## src/rtl/bidir_pkg.sv

```systemverilog
// bidir_pkg
//   Shared types and constants for the bidir_pin sequencer.
//   - bidir_state_t : sequencer FSM states
//   - grant_t       : which requester class was granted most recently
//   - DIR_DRIVE / DIR_RELEASE : encodings of the bidir_pin.dir control
package bidir_pkg;

  typedef enum logic [2:0] {
    IDLE    = 3'd0,
    DRIVE   = 3'd1,
    TURN    = 3'd2,
    CAPTURE = 3'd3,
    RESP    = 3'd4
  } bidir_state_t;

  typedef enum logic {
    GNT_WR = 1'b0,
    GNT_RD = 1'b1
  } grant_t;

  localparam logic DIR_DRIVE   = 1'b1;
  localparam logic DIR_RELEASE = 1'b0;

  // Counters are 4 bits wide; TURN_CYCLES tops out at 15.
  localparam int CNT_W = 4;

  // Load value for a counter that must run for 'cycles' states
  // (the terminal-count compare fires on zero).
  function automatic logic [CNT_W-1:0] cnt_load(input int cycles);
    return CNT_W'(cycles - 1);
  endfunction

endpackage

```

## src/rtl/bidir_sync.sv

```systemverilog
// bidir_sync
//   WIDTH-wide, STAGES-deep flop chain used to bring the asynchronous
//   pad input into the clk domain. Cleared asynchronously by rst_n.
// Ports:
//   clk   in  1      : clock
//   rst_n in  1      : asynchronous active-low clear
//   d     in  WIDTH  : asynchronous input
//   q     out WIDTH  : synchronised output (last stage)
module bidir_sync #(
  parameter int WIDTH  = 1,
  parameter int STAGES = 2
) (
  input  logic             clk,
  input  logic             rst_n,
  input  logic [WIDTH-1:0] d,
  output logic [WIDTH-1:0] q
);

  logic [STAGES-1:0][WIDTH-1:0] stg;

  always_ff @(posedge clk or negedge rst_n) begin
    if (!rst_n) begin
      stg <= '0;
    end else begin
      stg <= {stg[STAGES-2:0], d};
    end
  end

  assign q = stg[STAGES-1];

endmodule

```

## src/rtl/bidir_pin_ctrl.sv

```systemverilog
// bidir_pin_ctrl
//   Sequencer for a bidir_pin pad instance. Arbitrates the pin bank
//   between a write requester and a read requester (round-robin on
//   contention), owns dir/data_out, inserts a released turnaround after
//   every drive burst and returns synchronised read data.
// Ports:
//   clk      in  1     : clock, rising edge
//   rst_n    in  1     : asynchronous active-low reset
//   wr_valid in  1     : write beat pending
//   wr_data  in  WIDTH : write beat value
//   wr_ready out 1     : beat accepted this cycle (combinational)
//   rd_req   in  1     : level read request
//   rd_valid out 1     : one-cycle read response strobe
//   rd_data  out WIDTH : synchronised pin value, held until next response
//   dir      out 1     : 1 = drive pin, 0 = release
//   data_out out WIDTH : value driven onto the pin
//   data_in  in  WIDTH : pin value, asynchronous to clk
//   busy     out 1     : high whenever the FSM is not in IDLE
//
// state   | meaning
// --------+-------------------------------------------------------------
// IDLE    | pin released; arbitrate between wr_valid and rd_req
// DRIVE   | dir=1, data_out = current beat; extend burst while writes flow
// TURN    | pin released for TURN_CYCLES cycles before any new grant
// CAPTURE | pin released; wait SYNC_STAGES cycles to flush the sync chain
// RESP    | rd_valid strobe, rd_data holds the sampled pin value
module bidir_pin_ctrl
  import bidir_pkg::*;
#(
  parameter int WIDTH       = 1,
  parameter int TURN_CYCLES = 2,
  parameter int SYNC_STAGES = 2
) (
  input  logic             clk,
  input  logic             rst_n,
  input  logic             wr_valid,
  input  logic [WIDTH-1:0] wr_data,
  output logic             wr_ready,
  input  logic             rd_req,
  output logic             rd_valid,
  output logic [WIDTH-1:0] rd_data,
  output logic             dir,
  output logic [WIDTH-1:0] data_out,
  input  logic [WIDTH-1:0] data_in,
  output logic             busy
);

  localparam logic [CNT_W-1:0] TURN_LOAD = cnt_load(TURN_CYCLES);
  localparam logic [CNT_W-1:0] SYNC_LOAD = cnt_load(SYNC_STAGES);

  bidir_state_t     state;
  grant_t           last_grant;
  logic [CNT_W-1:0] cnt;
  logic [WIDTH-1:0] sync_q;

  logic gnt_wr;
  logic gnt_rd;
  logic burst_go;
  logic cnt_done;

  bidir_sync #(
    .WIDTH  (WIDTH),
    .STAGES (SYNC_STAGES)
  ) u_sync (
    .clk   (clk),
    .rst_n (rst_n),
    .d     (data_in),
    .q     (sync_q)
  );

  // Round-robin: on contention the class not granted last wins.
  always_comb begin
    gnt_wr   = 1'b0;
    gnt_rd   = 1'b0;
    burst_go = 1'b0;
    if (state == IDLE) begin
      gnt_wr = wr_valid && (!rd_req || (last_grant == GNT_RD));
      gnt_rd = rd_req && !gnt_wr;
    end
    // A pending read ends the burst after the beat currently on the pin.
    if (state == DRIVE) begin
      burst_go = wr_valid && !rd_req;
    end
  end

  assign wr_ready = gnt_wr || burst_go;
  assign cnt_done = (cnt == '0);

  always_ff @(posedge clk or negedge rst_n) begin
    if (!rst_n) begin
      state      <= IDLE;
      last_grant <= GNT_RD;
      cnt        <= '0;
      dir        <= DIR_RELEASE;
      data_out   <= '0;
      rd_valid   <= 1'b0;
      rd_data    <= '0;
      busy       <= 1'b0;
    end else begin
      rd_valid <= 1'b0;
      case (state)
        IDLE: begin
          if (gnt_wr) begin
            state      <= DRIVE;
            last_grant <= GNT_WR;
            dir        <= DIR_DRIVE;
            data_out   <= wr_data;
            busy       <= 1'b1;
          end else if (gnt_rd) begin
            state      <= CAPTURE;
            last_grant <= GNT_RD;
            cnt        <= SYNC_LOAD;
            busy       <= 1'b1;
          end
        end

        DRIVE: begin
          if (burst_go) begin
            data_out <= wr_data;
          end else begin
            state    <= TURN;
            dir      <= DIR_RELEASE;
            data_out <= '0;
            cnt      <= TURN_LOAD;
          end
        end

        TURN: begin
          if (cnt_done) begin
            state <= IDLE;
            busy  <= 1'b0;
          end else begin
            cnt <= cnt - 1'b1;
          end
        end

        CAPTURE: begin
          // Entering RESP: the chain now only holds post-release samples.
          if (cnt_done) begin
            state    <= RESP;
            rd_valid <= 1'b1;
            rd_data  <= sync_q;
          end else begin
            cnt <= cnt - 1'b1;
          end
        end

        RESP: begin
          state <= IDLE;
          busy  <= 1'b0;
        end

        default: begin
          state    <= IDLE;
          dir      <= DIR_RELEASE;
          data_out <= '0;
          busy     <= 1'b0;
        end
      endcase
    end
  end

endmodule

```

## config.mk

```make
export PLATFORM = sky130hd
export DESIGN_NAME = bidir_pin_ctrl
export DESIGN_NICKNAME = d
export VERILOG_FILES = /design/src/rtl/bidir_pkg.sv /design/src/rtl/bidir_sync.sv /design/src/rtl/bidir_pin_ctrl.sv
export SDC_FILE = /design/constraint.sdc
export NUM_CORES = 1
export LEC_CHECK = 0
export CAP_MARGIN = 20
export CORE_MARGIN = 1
export CORE_UTILIZATION = 50
export DETAILED_ROUTE_END_ITERATION = 6
export HOLD_SLACK_MARGIN = 0.03
export PLACE_DENSITY = 0.74
export SYNTH_ARGS = -nofsm -noshare
export SYNTH_HDL_FRONTEND = slang
export SYNTH_SLANG_ARGS = --single-unit
```

## constraint.sdc

```tcl
create_clock -name clk -period 3.3 [get_ports clk]
set_input_delay 0.33 -clock clk [delete_from_list [all_inputs] [get_ports clk]]
set_output_delay 0.33 -clock clk [all_outputs]
set_load 0.01 [all_outputs]
```

==> reports/results.tsv, run 1 <==
metric	value	unit
violations	design-rule violations	
root_buffer	clkbuf_4	
io_buffers	11	
rows	14	
endpoint_kind	output pin	
setup_tns	0	ns
synthesis.nets	101	
die_h	44.2	microns
intPower	513	uW
hold_end	u_sync.q$_DFF_PN0_	
h-tree-depth	1	
post_cts_resized	0	
initial_core_util	56.0	%
drt-total-wl	1870	microns
synth_edf_count	0	
fin_skew	0.00671	ns
drc	1	
antenna_cells	0	
min-delay-start	u_sync.stg[0]$_DFF_PN0_	
p_sw_share	41.0	%
ir_drop	0.546	mV
relSlewSlack	55.3	%
dp_cells	124	
cts_made_buffers	3	
status	finished, violations left	
finalNonFillerCells	128	
arrival	2.00	ns
die_area	1960	sq um
synth-main-ff-cell	dfrtp_1	
grt_start_max_net_pins	22	
drt-wirelength-per-cell	14.6	microns
gp_congestion	0.796	
worstSkewPairLatency	0.29	ns
syn_inst	94	
finalMaxSlewViolations	0	
place_hpwl	1290	microns
clock_path_buffers	2	
finalInstanceArea	1040	sq um
final_cell_mix	dfrtp_1 (14), clkdlybuf4s50_1 (11), inv_1 (10)	
crit_required	2.97	ns
p_comb_share	44.7	%
synth.avg_cell_area	9.49	sq um
fmax	0.428	GHz
drtIter0Drc	16	
post_dp_cell_area	1010	sq um
rsz0062_at_grt	no	
num_io_pins	12	
drtPass1Iterations	6	
r2r_start	cnt[0]$_DFFE_PN0P_	
yosysTopAreaCell	dfrtp_1	
synth_top_area_share	39.3	%
critPathMaxFanout	8	
core	1590	sq um
async_reset_ff_share	100	%
grt_overflow	0	
clkSinkCount	15	
p_per_area	841	nW/um^2
min_period	2.33	ns
grt_pass1_wl	3220	microns
nets	112	
max-cap-violations	0	
yosys_register_bits	15	
layout_commonest_cell	dfrtp_1	
grt_antenna_before_repair	0	
hold_class	flop to flop	
post-route-period-util	70.8	%
synth.area.top_cells	dfrtp_1 (39%), inv_1 (4.2%), nand2b_1 (4.2%)	
synth-seq-area-share	42.2	%
grt_pass1_vias	711	
clk_pin_slew	0.10	ns
ctsHoldBuffers	0	
area_growth	16.1	%
finalHoldViolations	0	
grt_usage	23.2	%
vias	756	
r2r_setup_slack	1.53	ns
critical_path_class	input port to output pin	
critPathLaunchType	input port	
tightest_slew	0.668	ns
whs_path_depth	0	
drtAntennaViolNets	0	
syn-cell-area	892	sq um
fp.dieW	44.2	microns
drive_gt1_share	10.6	%
power_switching	357	uW
seq_power_share	42.9	%
setup-violations-final	0	
cts_tree	done	
cts_setup_buffers	0	
ff2ff_path_depth	5	
reg2reg_to	rd_data$_DFFE_PN0P_	
yosys_warnings	0	
vias_per_cell	5.91	
clockPowerShare	12.4	%
yosysUniqueCellTypes	35	
cellLeakagePower	0.000426	uW
==> synth_stat cells, types with 2 or more instances <==
| cell | count |
|---|---|
| buf_2 | 3 |
| nor4bb_1 | 2 |
| a2111oi_0 | 3 |
| o21ai_0 | 4 |
| nand2b_1 | 6 |
| or2_2 | 2 |
| nor3_1 | 6 |
| nand3_1 | 4 |
| a211o_1 | 4 |
| nor2_1 | 2 |
| clkbuf_1 | 2 |
| nor2b_1 | 3 |
| a211oi_1 | 3 |
| a31oi_1 | 2 |
| nand2_1 | 3 |
| inv_1 | 10 |
| a21oi_1 | 4 |
| dfrtp_1 | 14 |
==> layer usage <==
metal | GRT usage, % | vias to the layer above | part of all wire (%)
li1 | - | 363 | -
met1 | 28.1 | 369 | 42
met2 | 40.3 | 22 | 51
met3 | 6.12 | 2 | 5.7
met4 | 7.27 | 0 | 1.1
met5 | 0 | - | 0
==> state kept, by name, summed over array words and instances (netlist names) <==
name        count
dir             1
u_sync.q        1
cnt             4
rd_valid        1
last_grant      1
u_sync.stg      1
state           3
busy            1
rd_data         1
data_out        1
==> power groups by stage <==
stage,clock network (uW),registers [uW],logic (uW)
5_1_grt,121,391,436
2_1_floorplan,0,321,318
4_1_cts,114,372,394
3_5_place_dp,0,377,390
6_report,108,373,390
3_3_place_gp,0,368,382
==> per-stage QoR <==
step           hold slack [ns]  utilization, %  total power [uW]  setup slack (ns)
6_report                 0.365            65.0               871             0.965
5_1_grt                  0.376            65.0               948             0.821
4_1_cts                  0.369            65.0               880             0.966
3_5_place_dp             0.345            63.1               767             0.965
3_3_place_gp             0.341            63.1               750             0.983
2_1_floorplan           0.0344               -               640              1.66
==> kinds of logic (layout without fill, tap and decap cells) <==
logic type	after synthesis	in the layout	share of synthesized area [%]
buffers and inverters	16	26	7.99
DFF	15	15	42.2
and+or+nand+nor	35	35	25.7
adders and majority gates	1	1	1.40
muxes	2	2	2.38
AOI/OAI and AO/OA	25	25	20.3
==> worst max-delay path by stage <==
stage                    startpoint             endpoint  slack, ns
5_1_grt        state[2]$_DFFE_PN0P_             wr_ready       0.82
4_1_cts                    wr_valid             wr_ready       0.97
6_report                   wr_valid             wr_ready       0.97
3_3_place_gp               wr_valid             wr_ready       0.98
2_1_floorplan    cnt[1]$_DFFE_PN0P_  rd_data$_DFFE_PN0P_       1.66
3_5_place_dp               wr_valid             wr_ready       0.97
==> worst max-delay path, stage by stage <==
cell and delay (ns):
clkdlybuf4s50_1 0.61, nor2b_1 0.21, nand2_1 0.08, a211oi_1 0.20
clkdlybuf4s50_1 0.57
==> layout make-up <==
class	count	area [sq um]
inverter	10	37.5
clock buffer	3	22.5
sequential	15	377
tap	24	30.0
multi-input combinational	63	444
clock inverter	1	7.51
fill	141	558
timing repair buffer	12	118
Note: power is estimated with default switching activity, not from simulation.
==> run 2: changes to the inputs <==
==> constraint.sdc (replaced) <==
create_clock -name clk -period 2.3 [get_ports clk]
set_input_delay 0.23 -clock clk [delete_from_list [all_inputs] [get_ports clk]]
set_output_delay 0.23 -clock clk [all_outputs]
set_load 0.01 [all_outputs]
==> reports/results.tsv, run 2 (synthesis gave the netlist of run 1 again) <==
metric	value	unit
status	finished, violations left	
violations	design-rule violations	
drtIter0Drc	8	
grt_antenna_before_repair	0	
largestRegisters	cnt (4), state (3)	
die_h	44.2	microns
critPathMaxFanout	5	
setup-violations-final	0	
clock_path_buffers	2	
r2r_setup_slack	0.51	ns
fmax	0.481	GHz
fillCellCount	129	
nets	114	
grt_usage	21.1	%
vias_per_cell	5.80	
drtPass1Iterations	6	
core	1590	sq um
worstSkewPairLatency	0.29	ns
io_buffers	11	
fp.dieW	44.2	microns
num_io_pins	12	
rsz0062_at_grt	no	
drt-total-wl	1770	microns
final_cell_mix	dfrtp_1 (14), clkdlybuf4s50_1 (11), inv_1 (10)	
post-route-util	65.8	%
met2_usage	31.2	%
finalHoldViolations	0	
grt_pass1_wl	3040	microns
gp_congestion	0.775	
cellLeakagePower	0.000440	uW
place_hpwl	1220	microns
post_cts_resized	0	
grt_most_used_layer	met2	
drtAntennaViolNets	0	
critPathLaunchType	input port	
area_growth	17.5	%
endpoint_kind	output pin	
root_buffer	clkbuf_4	
ctsHoldBuffers	0	
hold-worst-slack	0.336	ns
initial_core_util	56.0	%
critical_path_class	input port to output pin	
min_period	2.08	ns
grt_overflow	0	
drt-wirelength-per-cell	13.6	microns
grtUsageMet1	29.8	%
arrival	1.85	ns
largest_reg_flops	4	
layout_commonest_cell	dfrtp_1	
post-route-period-util	90.4	%
relSlewSlack	56.3	%
tightest_slew	0.654	ns
ir_drop	0.707	mV
ff2ff_path_depth	5	
top_register	cnt	
finalMaxSlewViolations	0	
clkSinkCount	15	
crit_required	2.07	ns
die_area	1960	sq um
drive_gt1_share	12.3	%
h-tree-depth	1	
clk_pin_slew	0.09	ns
reg2reg_to	rd_data$_DFFE_PN0P_	
grt_start_max_net_pins	22	
cts_made_buffers	3	
cts_setup_buffers	0	
r2r_start	cnt[1]$_DFFE_PN0P_	
max-cap-violations	0	
grt_util_met3	4.90	%
fin_skew	0.00348	ns
setup_tns	0	ns
rows	14	
p_per_area	1190	nW/um^2
antenna_cells	0	
vias	754	
grt_pass1_vias	683	
hold_class	input port to asynchronous set/reset pin	
cts_tree	done	
drc	1	
run 2: report_power, final:
part / total, uW / internal, uW / switching [uW]
Combinational: 577 / 308 / 269
Sequential: 522 / 369 / 153
Clock: 153 / 64.7 / 87.9
Total: 1250 / 742 / 510
run 2: layout make-up:
type	instances	area, sq um	area share (%)
clock buffer	3	22.5	2.15
clock inverter	1	5.00	0.477
inverter	10	37.5	3.58
multi-input combinational	63	444	42.4
sequential	15	377	35.9
tap	24	30.0	2.86
timing repair buffer	14	133	12.6
run 2: critical path, cell delays in order:
cell and delay, ns:
clkdlybuf4s50_1 0.55, nor2b_1 0.21, nand2_1 0.09, a211oi_1 0.20
clkdlybuf4s50_1 0.57
run 2: per-stage QoR:
| stage | cells | area (sq um) | total power [uW] | setup WS, ns |
|---|---|---|---|---|
| after floorplan | 94 | 892 | 918 | 0.662 |
| after global placement | 126 | 1020 | 1090 | 0.268 |
| after detailed placement | 126 | 1020 | 1100 | 0.220 |
| after CTS | 130 | 1050 | 1250 | 0.217 |
| after global routing | 130 | 1050 | 1360 | 0.0928 |
| final | 130 | 1050 | 1250 | 0.221 |
run 2: worst max path at each step:
| stage | start | endpoint | slack [ns] |
|---|---|---|---|
| floorplan | cnt[1]$_DFFE_PN0P_ | rd_data$_DFFE_PN0P_ | 0.66 |
| global placement | wr_valid | wr_ready | 0.27 |
| detailed placement | wr_valid | wr_ready | 0.22 |
| CTS | wr_valid | wr_ready | 0.22 |
| global route | wr_valid | wr_ready | 0.09 |
| finish | wr_valid | wr_ready | 0.22 |
run 2: routing by layer:
layer  vias to the layer above  share of wire (%)  routed length [microns]
li1                        366                  -                        -
met1                       368                 50                      882
met2                        16                 45                      798
met3                         4                3.8                       68
met4                         0                1.4                       24
met5                         -                  0                        0
